$ cat src/rtl/flappy_pkg.sv
// Shared Flappy Bird definitions: game state encoding and screen/bird widths.
package flappy_pkg;

  localparam int unsigned Y_W      = 10;   // bird_y width (pixel rows)
  localparam int unsigned V_W      = 6;    // signed velocity width
  localparam int unsigned SCREEN_H = 480;  // visible rows

  typedef enum logic [1:0] {
    IDLE,
    PLAY,
    DEAD
  } game_state_t;

endpackage

$ cat src/rtl/bird_physics_if.sv
// Control/status bundle between the game top and the bird physics engine.
interface bird_physics_if;
  import flappy_pkg::*;

  logic                  ena;
  logic                  frame_tick;
  logic                  flap_btn;
  logic                  restart;
  logic                  collide;
  logic [Y_W-1:0]        bird_y;
  logic signed [V_W-1:0] bird_vel;
  logic                  alive;
  logic                  playing;
  logic                  died;

  modport master (
    output ena, frame_tick, flap_btn, restart, collide,
    input  bird_y, bird_vel, alive, playing, died
  );

  modport slave (
    input  ena, frame_tick, flap_btn, restart, collide,
    output bird_y, bird_vel, alive, playing, died
  );

endinterface

$ cat src/rtl/flap_input_cond.sv
// Flap button conditioning: 2-FF synchronizer, optional debounce, rising-edge detect.
// Debounce is compiled in when FLAP_DEBOUNCE_EN is defined.
module flap_input_cond #(
`ifdef FLAP_DEBOUNCE_EN
  parameter int unsigned DEBOUNCE_CYCLES = 250000
`endif
) (
  input  logic clk_i,
  input  logic rst_ni,
  input  logic flap_btn_i,
  output logic flap_evt_o
);

  logic [1:0] sync_q;
  logic       level;
  logic       prev_q;

  // Synchronize the raw asynchronous button.
  always_ff @(posedge clk_i or negedge rst_ni) begin
    if (!rst_ni) sync_q <= 2'b00;
    else         sync_q <= {sync_q[0], flap_btn_i};
  end

`ifdef FLAP_DEBOUNCE_EN
  localparam int unsigned CntW = $clog2(DEBOUNCE_CYCLES + 1);

  logic [CntW-1:0] cnt_q, cnt_d;
  logic            level_q, level_d;

  // Level follows the synced input only after DEBOUNCE_CYCLES consecutive differing cycles.
  always_comb begin
    cnt_d   = cnt_q;
    level_d = level_q;
    if (sync_q[1] == level_q) begin
      cnt_d = '0;
    end else if (cnt_q == CntW'(DEBOUNCE_CYCLES - 1)) begin
      level_d = sync_q[1];
      cnt_d   = '0;
    end else begin
      cnt_d = cnt_q + 1'b1;
    end
  end

  // Debounce state.
  always_ff @(posedge clk_i or negedge rst_ni) begin
    if (!rst_ni) begin
      cnt_q   <= '0;
      level_q <= 1'b0;
    end else begin
      cnt_q   <= cnt_d;
      level_q <= level_d;
    end
  end

  assign level = level_q;
`else
  assign level = sync_q[1];
`endif

  // Previous level for rising-edge detection.
  always_ff @(posedge clk_i or negedge rst_ni) begin
    if (!rst_ni) prev_q <= 1'b0;
    else         prev_q <= level;
  end

  assign flap_evt_o = level & ~prev_q;

endmodule

$ cat src/rtl/bird_physics.sv
// Bird vertical motion engine: IDLE/PLAY/DEAD FSM plus per-frame gravity/flap integrator.
// Optional flap debounce is enabled by defining FLAP_DEBOUNCE_EN.
module bird_physics
  import flappy_pkg::*;
#(
  parameter int unsigned Y_START  = 240,
  parameter int unsigned Y_CEIL   = 0,
  parameter int unsigned Y_FLOOR  = 464,
  parameter int unsigned GRAVITY  = 1,
  parameter int unsigned FLAP_VEL = 7,
  parameter int unsigned VMAX     = 8
`ifdef FLAP_DEBOUNCE_EN
  ,
  parameter int unsigned DEBOUNCE_CYCLES = 250000
`endif
) (
  input logic           clk,
  input logic           rst_n,
  bird_physics_if.slave bus
);

  game_state_t           state_q, state_d;
  logic [Y_W-1:0]        y_q, y_d;
  logic signed [V_W-1:0] vel_q, vel_d;
  logic                  pend_q, pend_d;
  logic                  died_q, died_d;
  logic                  flap_evt;

  logic signed [V_W:0]   vel_inc;
  logic signed [V_W-1:0] vel_n;
  logic signed [Y_W+1:0] y_n;

  flap_input_cond #(
`ifdef FLAP_DEBOUNCE_EN
    .DEBOUNCE_CYCLES(DEBOUNCE_CYCLES)
`endif
  ) u_flap_input_cond (
    .clk_i     (clk),
    .rst_ni    (rst_n),
    .flap_btn_i(bus.flap_btn),
    .flap_evt_o(flap_evt)
  );

  // Next-state, integrator and flap-pending logic.
  always_comb begin
    state_d = state_q;
    y_d     = y_q;
    vel_d   = vel_q;
    pend_d  = pend_q;
    died_d  = 1'b0;

    // A flap arriving on the tick cycle still applies to that tick.
    vel_inc = {vel_q[V_W-1], vel_q} + (V_W+1)'(GRAVITY);
    if (pend_q || flap_evt)                        vel_n = V_W'(0) - V_W'(FLAP_VEL);
    else if (vel_inc > $signed((V_W+1)'(VMAX)))    vel_n = V_W'(VMAX);
    else                                           vel_n = vel_inc[V_W-1:0];
    // Two extra bits keep the sum signed and free of wrap at both clamps.
    y_n = $signed({2'b00, y_q}) + $signed({{(Y_W+2-V_W){vel_n[V_W-1]}}, vel_n});

    if (bus.restart) begin
      state_d = IDLE;
      y_d     = Y_W'(Y_START);
      vel_d   = '0;
      pend_d  = 1'b0;
    end else if (bus.ena) begin
      unique case (state_q)
        IDLE: begin
          y_d   = Y_W'(Y_START);
          vel_d = '0;
          if (flap_evt) begin
            state_d = PLAY;
            pend_d  = 1'b1;
          end
        end
        PLAY: begin
          if (flap_evt) pend_d = 1'b1;
          if (bus.frame_tick) begin
            pend_d = 1'b0;
            if (bus.collide) begin
              state_d = DEAD;
              died_d  = 1'b1;
            end else if (y_n <= $signed((Y_W+2)'(Y_CEIL))) begin
              y_d   = Y_W'(Y_CEIL);
              vel_d = '0;
            end else if (y_n >= $signed((Y_W+2)'(Y_FLOOR))) begin
              y_d     = Y_W'(Y_FLOOR);
              vel_d   = '0;
              state_d = DEAD;
              died_d  = 1'b1;
            end else begin
              y_d   = y_n[Y_W-1:0];
              vel_d = vel_n;
            end
          end
        end
        DEAD: ;
        default: state_d = IDLE;
      endcase
    end
  end

  // State and integrator registers.
  always_ff @(posedge clk or negedge rst_n) begin
    if (!rst_n) begin
      state_q <= IDLE;
      y_q     <= Y_W'(Y_START);
      vel_q   <= '0;
      pend_q  <= 1'b0;
      died_q  <= 1'b0;
    end else begin
      state_q <= state_d;
      y_q     <= y_d;
      vel_q   <= vel_d;
      pend_q  <= pend_d;
      died_q  <= died_d;
    end
  end

  assign bus.bird_y   = y_q;
  assign bus.bird_vel = vel_q;
  assign bus.alive    = (state_q != DEAD);
  assign bus.playing  = (state_q == PLAY);
  assign bus.died     = died_q;

endmodule

$ cat src/flat_wrapper.sv
// flat-port wrapper written by rule: the top's interface ports become plain ports
module bird_physics_flat import flappy_pkg::*;
#(
  parameter int unsigned Y_START  = 240,
  parameter int unsigned Y_CEIL   = 0,
  parameter int unsigned Y_FLOOR  = 464,
  parameter int unsigned GRAVITY  = 1,
  parameter int unsigned FLAP_VEL = 7,
  parameter int unsigned VMAX     = 8

)
  (clk, rst_n, bus_ena, bus_frame_tick, bus_flap_btn, bus_restart, bus_collide, bus_bird_y, bus_bird_vel, bus_alive, bus_playing, bus_died);
  bird_physics_if bus_i ();
  input logic clk;
  input logic rst_n;
  input wire logic [$bits(bus_i.ena)-1:0] bus_ena;
  input wire logic [$bits(bus_i.frame_tick)-1:0] bus_frame_tick;
  input wire logic [$bits(bus_i.flap_btn)-1:0] bus_flap_btn;
  input wire logic [$bits(bus_i.restart)-1:0] bus_restart;
  input wire logic [$bits(bus_i.collide)-1:0] bus_collide;
  output wire logic [$bits(bus_i.bird_y)-1:0] bus_bird_y;
  output wire logic [$bits(bus_i.bird_vel)-1:0] bus_bird_vel;
  output wire logic [$bits(bus_i.alive)-1:0] bus_alive;
  output wire logic [$bits(bus_i.playing)-1:0] bus_playing;
  output wire logic [$bits(bus_i.died)-1:0] bus_died;
  assign bus_i.ena = bus_ena;
  assign bus_i.frame_tick = bus_frame_tick;
  assign bus_i.flap_btn = bus_flap_btn;
  assign bus_i.restart = bus_restart;
  assign bus_i.collide = bus_collide;
  assign bus_bird_y = bus_i.bird_y;
  assign bus_bird_vel = bus_i.bird_vel;
  assign bus_alive = bus_i.alive;
  assign bus_playing = bus_i.playing;
  assign bus_died = bus_i.died;
  bird_physics #(.Y_START(Y_START), .Y_CEIL(Y_CEIL), .Y_FLOOR(Y_FLOOR), .GRAVITY(GRAVITY), .FLAP_VEL(FLAP_VEL), .VMAX(VMAX)) u_core (.clk(clk), .rst_n(rst_n), .bus(bus_i));
endmodule
$ cat config.mk
export PLATFORM = sky130hd
export DESIGN_NAME = bird_physics_flat
export DESIGN_NICKNAME = d
export VERILOG_FILES = /design/src/rtl/flappy_pkg.sv /design/src/rtl/bird_physics_if.sv /design/src/rtl/flap_input_cond.sv /design/src/rtl/bird_physics.sv /design/src/flat_wrapper.sv
export SDC_FILE = /design/constraint.sdc
export NUM_CORES = 1
export LEC_CHECK = 0
export CORE_UTILIZATION = 38
export CTS_BUF_LIST = sky130_fd_sc_hd__clkbuf_4
export DETAILED_ROUTE_END_ITERATION = 8
export GPL_TIMING_DRIVEN = 0
export PLACE_DENSITY = 0.62
export SKIP_LAST_GASP = 1
export SLEW_MARGIN = 20
export SYNTH_ARGS = -nofsm -noshare
export SYNTH_HDL_FRONTEND = slang
export SYNTH_HIERARCHICAL = 1
export SYNTH_SLANG_ARGS = --single-unit
$ cat constraint.sdc
create_clock -name clk -period 5.25 [get_ports clk]
set_clock_uncertainty 0.05 [all_clocks]
set_input_delay 0.525 -clock clk [delete_from_list [all_inputs] [get_ports clk]]
set_output_delay 0.525 -clock clk [all_outputs]
set_load 0.01 [all_outputs]
-- Word-level counts from Yosys, hierarchy flattened
Index checks and enable logic that the tools add are counted.
- add/sub/neg operators: 2
- order comparisons: 3
- equality and inequality tests: 9
- mux-type cells: 36
- bitwise operators: 2
- reduce and logical (&&, ||, !) cells: 7
- operators by type and width (cell ; number):
    $mux W10 ; 6
    $mux W6 ; 8
    $pmux W10 S2 ; 1
    $mux W2 ; 7
    $add A11 B6 Y12 ; 1
    $ge A12 B10 Y1 const B ; 1
    $le A12 B1 Y1 const B ; 1
    $pmux W6 S2 ; 1
    $mux W1 ; 11
    $add A6 B2 Y7 const B ; 1
    $gt A7 B5 Y1 const B ; 1
    $ne A3 B3 Y1 const B ; 2
    $pmux W2 S3 ; 1
    $reduce_and A6 Y1 ; 1
    $ne A2 B2 Y1 const B ; 2
    $ne A4 B3 Y1 const B ; 1
    $ne A4 B4 Y1 const B ; 1
    $reduce_and A4 Y1 ; 1
    $ne A3 B2 Y1 const B ; 1
    $reduce_bool A3 Y1 ; 1
    $eq A2 B1 Y1 const B ; 1
    $eq A2 B2 Y1 const B ; 1
    $logic_not A2 Y1 ; 1
    $pmux W1 S2 ; 1
    5 further kinds ; 5
- register bits: 23
- bits of input ports: 7
- output and inout port bits: 19

-- Longest topological paths before layout
Gate-level depths: netlist of the first run.
- depth after elaboration: 13
- gate-level depth with buffers: 17

-- Modules after synthesis
Netlist of the first run, hierarchy kept.
- by module, submodules not included (module ; instances ; cells each ; area each (µm²) ; sequential area each (µm²)):
    bird_physics ; 1 ; 201 ; 1764.2 ; 505.5
    flap_input_cond ; 1 ; 4 ; 88.8 ; 75.1

-- Least setup slack after synthesis of the first run
No wires, ideal clock.
- kind: reg2reg
- start: reg u_core.vel_q[0] (netlist: u_core/bus.bird_vel[0])
- end: reg u_core.y_q[8] (netlist: u_core/bus.bird_y[8])
- arrival time: 3.664 ns
- data required time: 5.078 ns
- slack: 1.415 ns
- stages on the path, launching flop included: 18
- path buffers: 0
- period minus slack after synthesis: 3.835 ns
- path through: dfrtp_1 ha_1 nand3_1 nand2b_1 xnor2_1 o21ai_0 o21ai_0 ha_1 inv_1 fa_1 nand2b_1 a21oi_1 o21ai_1 a211oi_1 o21ai_1 a22oi_4 a21bo_1 a32o_1
- word-level cells in the longest chain between the ends: 13
- RTL lines (item ; RTL line ; source):
    from (decl) ; bird_physics.sv:24 ; logic signed [V_W-1:0] vel_q, vel_d;
    from (signal assigned) ; bird_physics.sv:113 ; vel_q <= vel_d;
    $add A6 B2 Y7 (*) ; bird_physics.sv:53 ; vel_inc = {vel_q[V_W-1], vel_q} + (V_W+1)'(GRAVITY);
    $gt A7 B5 Y1 ; bird_physics.sv:55 ; else if (vel_inc > $signed((V_W+1)'(VMAX))) vel_n = V_W'(VMAX);
    $mux W6 (*) ; bird_physics.sv:55 ;
    $mux W6 (*) ; bird_physics.sv:54 ; if (pend_q || flap_evt) vel_n = V_W'(0) - V_W'(FLAP_VEL);
    $add A11 B6 Y12 (*) ; bird_physics.sv:58 ; y_n = $signed({2'b00, y_q}) + $signed({{(Y_W+2-V_W){vel_n[V_W-1]}}, vel_n});
    $ge A12 B10 Y1 ; bird_physics.sv:85 ; end else if (y_n >= $signed((Y_W+2)'(Y_FLOOR))) begin
    $mux W10 ; bird_physics.sv:85 ;
    $mux W10 (*) ; bird_physics.sv:82 ; end else if (y_n <= $signed((Y_W+2)'(Y_CEIL))) begin
    $mux W10 (*) ; bird_physics.sv:79 ; if (bus.collide) begin
    $mux W10 (*) ; bird_physics.sv:77 ; if (bus.frame_tick) begin
    $pmux W10 S2 (*) ; bird_physics.sv:66 ; unique case (state_q)
    $mux W10 (*) ; bird_physics.sv:65 ; end else if (bus.ena) begin
    $mux W10 (*) ; bird_physics.sv:60 ; if (bus.restart) begin
    to (signal assigned) ; bird_physics.sv:106 ; y_q <= Y_W'(Y_START);
    to (signal assigned) ; bird_physics.sv:112 ; y_q <= y_d;
    to (decl) ; bird_physics.sv:23 ; logic [Y_W-1:0] y_q, y_d;
Mark *: on every way between the ends. The rest lies on a longest branch, timed or not. The select of a mux whose other input is x is not followed.
A chain may end at the register's enable or synchronous reset.

-- Worst setup path after layout of the first run
- start: reg u_core.vel_q[0] (netlist: u_core/bus.bird_vel[0])
- end: reg u_core.y_q[3] (netlist: u_core/bus.bird_y[3])
Same word-level chain as after synthesis.

==> results of run 1 <==
## final cells by class
| class | instances | share of cell area [%] |
|---|---|---|
| inverter | 17 | 2.923 |
| buffer | 3 | 0.9169 |
| tap | 54 | 3.095 |
| timing repair buffer | 24 | 10.77 |
| clock buffer | 3 | 1.032 |
| multi-input combinational | 162 | 54.44 |
| sequential | 23 | 26.59 |
| clock inverter | 1 | 0.2292 |
## stage by stage
step                utilization [%]  setup WS, ns
finish                        46.53        0.6920
detailed placement            46.05        0.8087
global placement              46.05        0.7749
floorplan                         -         1.415
global route                  46.53        0.2194
CTS                           46.64        0.7424
## registers in the layout (all words and copies together) (netlist names)
register / count
u_core/bus.bird_vel: 6
u_core/bus.bird_y: 10
u_core/bus.died: 1
u_core/pend_q: 1
u_core/state_q: 2
u_core/u_flap_input_cond/prev_q: 1
u_core/u_flap_input_cond/sync_q: 2
## power groups by stage
stage,combinational [uW],sequential [uW],clock (uW)
after floorplan,116,191,0
after global placement,154,191,0
after detailed placement,155,191,0
after CTS,156,188,85.9
after global routing,172,189,93.7
final,156,188,81.4
## layout by cell type (no fill, tap or decap), types with 2 or more instances in the layout
cell              n
o221a_2           2
a21o_1            4
a31oi_1           3
o211ai_1          4
and3_1            2
xor2_1            4
o21ai_0          12
clkdlybuf4s50_1  23
nand3_1           2
nor2b_1           3
buf_2             2
nand2_1          17
xnor2_1           4
o22ai_1           3
o31a_1            2
inv_1            17
a31o_2            2
or2_2             2
ha_1             13
dfrtp_1          19
and2_1            2
or3_1             2
nor2_1           11
clkbuf_4          3
o31ai_1           2
nand4_1           3
nor3_1            4
a2111oi_2         2
a211oi_1          3
nand2b_1          4
a21oi_1          10
nand3_2           2
dfstp_2           4
o21ai_1           9
## layer usage
metal / vias up / share of wire, %
met1: 768 / 51
met2: 30 / 45
li1: 828 / -
met3: 2 / 3.1
met4: 0 / 0.52
met5: - / 0
## logic make-up after synthesis
family	after synthesis	share of synthesized area, %
AO/OA/AOI/OAI	78	31.80
XOR/XNOR	8	3.781
adder cells (fa/ha/maj)	14	9.858
buffers and inverters	20	4.523
flip-flops	23	31.33
multiplexers	1	0.5402
AND/OR/NAND/NOR	61	18.16
## worst max path at each step
stage,start,end,depth (start not counted)
final,u_core/bus.bird_vel[0],u_core/bus.bird_y[3],17
after global routing,u_core/bus.bird_vel[0],u_core/bus.bird_y[3],16
after CTS,u_core/bus.bird_vel[0],u_core/bus.bird_y[8],17
after detailed placement,u_core/bus.bird_vel[0],u_core/bus.bird_y[8],17
after global placement,u_core/bus.bird_vel[0],u_core/bus.bird_y[8],17
after floorplan,u_core/bus.bird_vel[0],u_core/bus.bird_y[8],17
==> summary.txt, run 1 <==
Status
  • Status: finished, final reports clean

Clock network
  • CTS resizes: 0
  • CTS tree: done
  • Root buf cell: clkbuf_4
  • Clock sink total: 23
  • Worst-Skew Late Latency: 0.31 ns
  • Htree depth: 1
  • Post-CTS Hold Fix Bufs: 0
  • CTS Buf Count: 3
  • Reg clk slew, reported paths: 0.13 ns
  • Setup Fix Bufs, Post-CTS: 0
  • Clock Tree Buf Depth: 2

Finish
  • Post-route cell area: 0.002183 sq mm
  • # fillers: 493
  • Area grow syn2layout: 17.83%
  • Area occupied by multi-input gates: 0.001189 sq mm
  • N_diodes: 0
  • Layout cells sized above 1: 12.45%
  • NumNets Final: roughly 260
  • Final Non-Filler Cells: 287
  • Register Area: approximately 580 sq um

Worst setup path
  • Critical path class: reg2reg
  • Crit-path cells: ha_1 > nand3_1 > nand2b_1 > xnor2_1 > o21ai_0 > o21ai_0 > ha_1 > inv_1 > fa_1 > nand2b_1 > a21oi_1 > o21ai_1 > a211oi_1 > o21ai_1 > a22oi_4 > nand3_2 > o31ai_1
  • Crit. End Element: flop
  • Worst r2r src: u_core/bus.bird_vel[0]
  • Max FO, Critical Path: 9
  • R2r setup slk: 0.69 ns
  • Worst EP required: approximately 5.4 ns
  • Reg2Reg Depth: 17
  • Delay-heaviest family, CP: compound AO/OA/AOI/OAI gates
  • Slowest-stage cell, CP: dfrtp_1
  • R2R Path End: u_core/bus.bird_y[3]
  • Slowest stage delay, CP: between 0.4 and 0.5 ns
  • Buf/Inv on CP: 1
  • CP startpoint kind: flop
  • Worst Path Arrival: 4.74 ns

Synthesis
  • Top cells by area, synth: dfrtp_1 (26%), ha_1 (8.8%), dfstp_2 (5.7%), inv_1 (3.4%), nand2_1 (3.4%)
  • Cell area after synthesis: 0.001853 sq mm
  • Post-Syn Area per Cell: 9.039 sq um
  • Synth top cells by count: dfrtp_1 (19), inv_1 (17), nand2_1 (17)
  • Synth area leader: dfrtp_1
  • Synth cell types: 63
  • Number of synthesized flops with an enable pin: 0
  • Most frequent cell after synthesis: dfrtp_1
  • Top_reg_cell synth: dfrtp_1
  • Synth Warn #: 6
  • Post-synthesis sequential area ratio: 31.33%
  • Post-Synthesis Net Count: 226
  • Synthesized flop and latch total: 23
  • Post-synthesis cell count: between 200 and 250
  • Share of the synthesized area in the top cell type: about 26%
  • Ys async rst share: 100.0%

Global routing
  • Vias in the first global route: ~1500
  • Largest net degree at the start of global routing: 24
  • Met1 usage: about a quarter
  • GR Overflow Total: 0
  • First-pass GRT wire length: 7017 um
  • GRT Total Usage: between 15 and 20%
  • GR peak layer: met2
  • GR Util met2: 27.67%
  • Antenna violations before repair: 0
  • Routing usage on met3: 3.657%

Die
  • Die ar.: just over 0.005 sq mm
  • Die W: 71.83 um
  • Die H: 71.83 um
  • Cell Rows: 25
  • Core ar.: 0.004692 sq mm
  • # IOs: 26
  • Initial Util: approximately two fifths

Timing
  • Final Setup Violations: 0
  • Final TNS setup: 0 ns
  • Worst hold slack: between 0.1 and 0.15 ns
  • Fmax: 0.2194 GHz
  • RSZ-0062 raised after global routing: no
  • Fin crit share: 86.82%
  • Slew @ Worst Pin: 0.8730 ns
  • Max-slew violations: 0
  • Shortest period the worst path allows: between 4 and 5 ns
  • Relative slew slack: 41.53%
  • Final-report hold violation count: 0

Placement
  • Area post-placement: 0.002161 sq mm
  • Final Wtd Congestion: 0.8112
  • HPWL after detailed placement: 3304 um
  • Dpl cells: 283
  • Port bufs: 24

Route
  • Pre-antenna DRT Iters: 4
  • Drt wl/cell: 14.72 um
  • DR DRC count: 0
  • Initial DRC Count: between 80 and 90
  • Post-route ant nets: 0
  • Vias per inst: 5.672
  • Detailed-route via count: 1628
  • Drt total wl: 4224 um

Power and ir drop
  • Internal Dissipation: 278.9 uW
  • Leakage power: between 0.0009 and 0.001 uW
  • Sequential power share: between 40% and 50%
  • Combinational share of power: a little under two fifths
  • PD cells: 194.7 mW/mm^2
  • Clock network power share: 19.2%
  • Total power: 425.0 uW
  • Switching portion of total power: 34.38%
  • VDD IR max: roughly 0.0001 V
  • Switching power: 146.1 uW

Job
  • Max cap viols: 0

Hold path
  • Worst Hold Class: in2async
(Power assumes the default switching activity.)
==> run 2, diff against run 1 <==
--- a/config.mk
+++ b/config.mk
@@ -5,11 +5,11 @@
 export SDC_FILE = /design/constraint.sdc
 export NUM_CORES = 1
 export LEC_CHECK = 0
-export CORE_UTILIZATION = 38
+export CORE_UTILIZATION = 55
 export CTS_BUF_LIST = sky130_fd_sc_hd__clkbuf_4
 export DETAILED_ROUTE_END_ITERATION = 8
 export GPL_TIMING_DRIVEN = 0
-export PLACE_DENSITY = 0.62
+export PLACE_DENSITY = 0.83
 export SKIP_LAST_GASP = 1
 export SLEW_MARGIN = 20
 export SYNTH_ARGS = -nofsm -noshare
==> run 2 against run 1 <==
  * Fmax up 2.1%
  * Clock-buffer cell count unchanged
  * First-iteration DRC count down 39%
  * Die area down 30%
  * Critical path depth unchanged
  * Combinational power about the same
  * Largest power group unchanged
  * Via count up 2.5%
  * Worst setup slack better by 0.094 ns
  * Register-to-register slack better by 0.09 ns
  * Sequential power about the same
  * Power up 0.53%
==> summary.txt, run 2 (same netlist as run 1, synthesis figures left out) <==
Status
  • Status: finished, final reports clean

Finish
  • Area grow syn2layout: 17.29%
  • Max reg flops: 10 (unchanged)
  • NumNets Final: 255 (unchanged)
  • Most common cell after layout, fill and taps aside: clkdlybuf4s50_1
  • N_diodes: 0 (unchanged)
  • # fillers: 257 (-48%)
  • Layout cells sized above 1: 12.45% (unchanged)
  • Utilization after layout: 69.48% (+23 points)
  • Leading cell types in the layout, fill and taps excluded: clkdlybuf4s50_1 (23), dfrtp_1 (19), nand2_1 (17), inv_1 (17), ha_1 (13)

Route
  • Wire length on met2: 1886 um (-1.4%)
  • Drt wl/cell: 14.44 um (-1.9%)
  • Drt total wl: 3999 um (-5.3%)
  • WL met3: 170 um (+29%)
  • Post-route ant nets: 0 (unchanged)
  • Vias per inst: 6.025 (+6.2%)
  • Metal1 wirelength: 1898 um (-12%)
  • Initial DRC Count: 51 (-39%)
  • Detailed-route via count: 1669 (+2.5%)
  • Top sig layer: met4
  • Pre-antenna DRT Iters: 4 (unchanged)
  • DR DRC count: 0 (unchanged)

Timing
  • Fin crit share: 85.02% (-1.8 points)
  • Final TNS setup: 0 ns (unchanged)
  • Relative slew slack: 43.74% (+2.2 points)
  • Fmax: 0.2240 GHz (+2.1%)
  • Worst hold slack: 0.1001 ns (-0.01253 ns)
  • Final Setup Violations: 0 (unchanged)
  • Max-slew violations: 0 (unchanged)
  • Final-report hold violation count: 0 (unchanged)
  • Shortest period the worst path allows: 4.464 ns (-0.09439 ns)
  • RSZ-0062 raised after global routing: no
  • Slew @ Worst Pin: 0.8399 ns (-0.03312 ns)
  • Final worst setup slack: 0.7864 ns (+0.09439 ns)

Clock network
  • Clock sink total: 23 (unchanged)
  • Post-CTS Hold Fix Bufs: 0 (unchanged)
  • Root buf cell: clkbuf_4
  • Clock Tree Buf Depth: 2 (unchanged)
  • Worst-Skew Late Latency: 0.31 ns (about the same)
  • Setup Fix Bufs, Post-CTS: 0 (unchanged)
  • CTS Buf Count: 3 (unchanged)
  • Htree depth: 1 (unchanged)
  • CTS resizes: 0 (unchanged)
  • CTS tree: done
  • Reg clk slew, reported paths: 0.13 ns (about the same)

Power and ir drop
  • PD cells: 196.6 mW/mm^2 (+0.99%)
  • Sequential power share: 43.9% (-0.3 points)
  • Switching portion of total power: 34.61% (+0.23 points)
  • Combinational share of power: 36.5% (-0.2 points)
  • VDD IR max: 0.0001447 V (+44%)
  • Switching power: 147.9 uW (+1.2%)
  • Internal Dissipation: 279.4 uW (+0.18%)
  • Total power: 427.3 uW (+0.53%)
  • Clock network power share: 19.6% (+0.4 points)
  • Leakage power: 0.0009083 uW (-0.41%)

Global routing
  • Antenna violations before repair: 0 (unchanged)
  • Largest net degree at the start of global routing: 24 (unchanged)
  • GR Overflow Total: 0 (unchanged)
  • Vias in the first global route: 1492 (+1.2%)
  • GRT Total Usage: 24.91% (+7.6 points)
  • First-pass GRT wire length: 6637 um (-5.4%)

Worst setup path
  • CP startpoint kind: flop
  • Crit. End Element: flop
  • Worst EP required: 5.43 ns (about the same)
  • Worst Path Arrival: 4.65 ns (-0.09 ns)
  • Max FO, Critical Path: 9 (unchanged)
  • R2r setup slk: 0.79 ns (+0.09 ns)
  • Critical path class: reg2reg

Die
  • Initial Util: 59.24% (+20 points)
  • Die W: 60.05 um (-16%)
  • Core ar.: 0.003128 sq mm (-33%)
  • Die ar.: 0.003605 sq mm (-30%)
  • Die H: 60.05 um (-16%)
  • # IOs: 26 (unchanged)
  • Cell Rows: 20 (-20%)

Placement
  • Port bufs: 24 (unchanged)
  • Post-Place Setup Slack: 0.8700 ns (+0.06128 ns)
  • HPWL after detailed placement: 3166 um (-4.2%)
  • Final Wtd Congestion: 0.8841 (+9.0%)

Job
  • Max cap viols: 0 (unchanged)

Hold path
  • Worst Hold Class: in2async
## run 2: path summary, 6_finish.rpt
kind                       depth (start not counted)                          startpoint                                  to
min in group clk                                   0  u_core/u_flap_input_cond/sync_q[0]  u_core/u_flap_input_cond/sync_q[1]
max in group asynchronous                          1                               rst_n                u_core/bus.bird_y[5]
setup / recovery                                  17              u_core/bus.bird_vel[0]                u_core/bus.bird_y[3]
setup reg to reg                                  17              u_core/bus.bird_vel[0]                u_core/bus.bird_y[3]
hold / removal                                     1                               rst_n              u_core/bus.bird_vel[0]
hold reg to reg                                    0  u_core/u_flap_input_cond/sync_q[0]  u_core/u_flap_input_cond/sync_q[1]
## run 2: power by group through the flow
stage	sequential (uW)	clock [uW]	combinational, uW
after floorplan	191	0	116
after global placement	191	0	152
after detailed placement	191	0	154
after CTS	188	88.7	155
after global routing	188	93.5	170
final	188	83.9	156
## run 2: metal layers
| metal | global-route usage (%) | vias up |
|---|---|---|
| li1 | - | 824 |
| met1 | 32.88 | 801 |
| met2 | 40.79 | 39 |
| met3 | 4.978 | 5 |
| met4 | 7.973 | 0 |
| met5 | 0 | - |
## run 2: final cells by class
type	instances	area, sq um	area share [%]
buffer	3	20.02	0.9211
multi-input combinational	162	1189	54.69
timing repair buffer	24	235.2	10.82
clock buffer	3	22.52	1.036
clock inverter	1	7.507	0.3454
tap	44	55.05	2.533
sequential	23	580.6	26.71
inverter	17	63.81	2.936
## run 2: critical path, cell delays in order (launching register included)
cell	delay [ns]
dfrtp_1	0.47
ha_1	0.23
nand3_1	0.16
nand2b_1	0.20
xnor2_1	0.12
o21ai_0	0.10
o21ai_0	0.28
ha_1	0.28
inv_1	0.07
fa_1	0.41
nand2b_1	0.17
a21oi_1	0.35
o21ai_1	0.23
a211oi_1	0.32
o21ai_1	0.17
a22oi_4	0.25
nand3_2	0.24
o31ai_1	0.28
## run 2: stage by stage
step / instance area (sq um) / std cells
CTS: 2178 / 277
global placement: 2148 / 273
global route: 2173 / 277
finish: 2173 / 277
detailed placement: 2148 / 273
floorplan: 1853 / 205
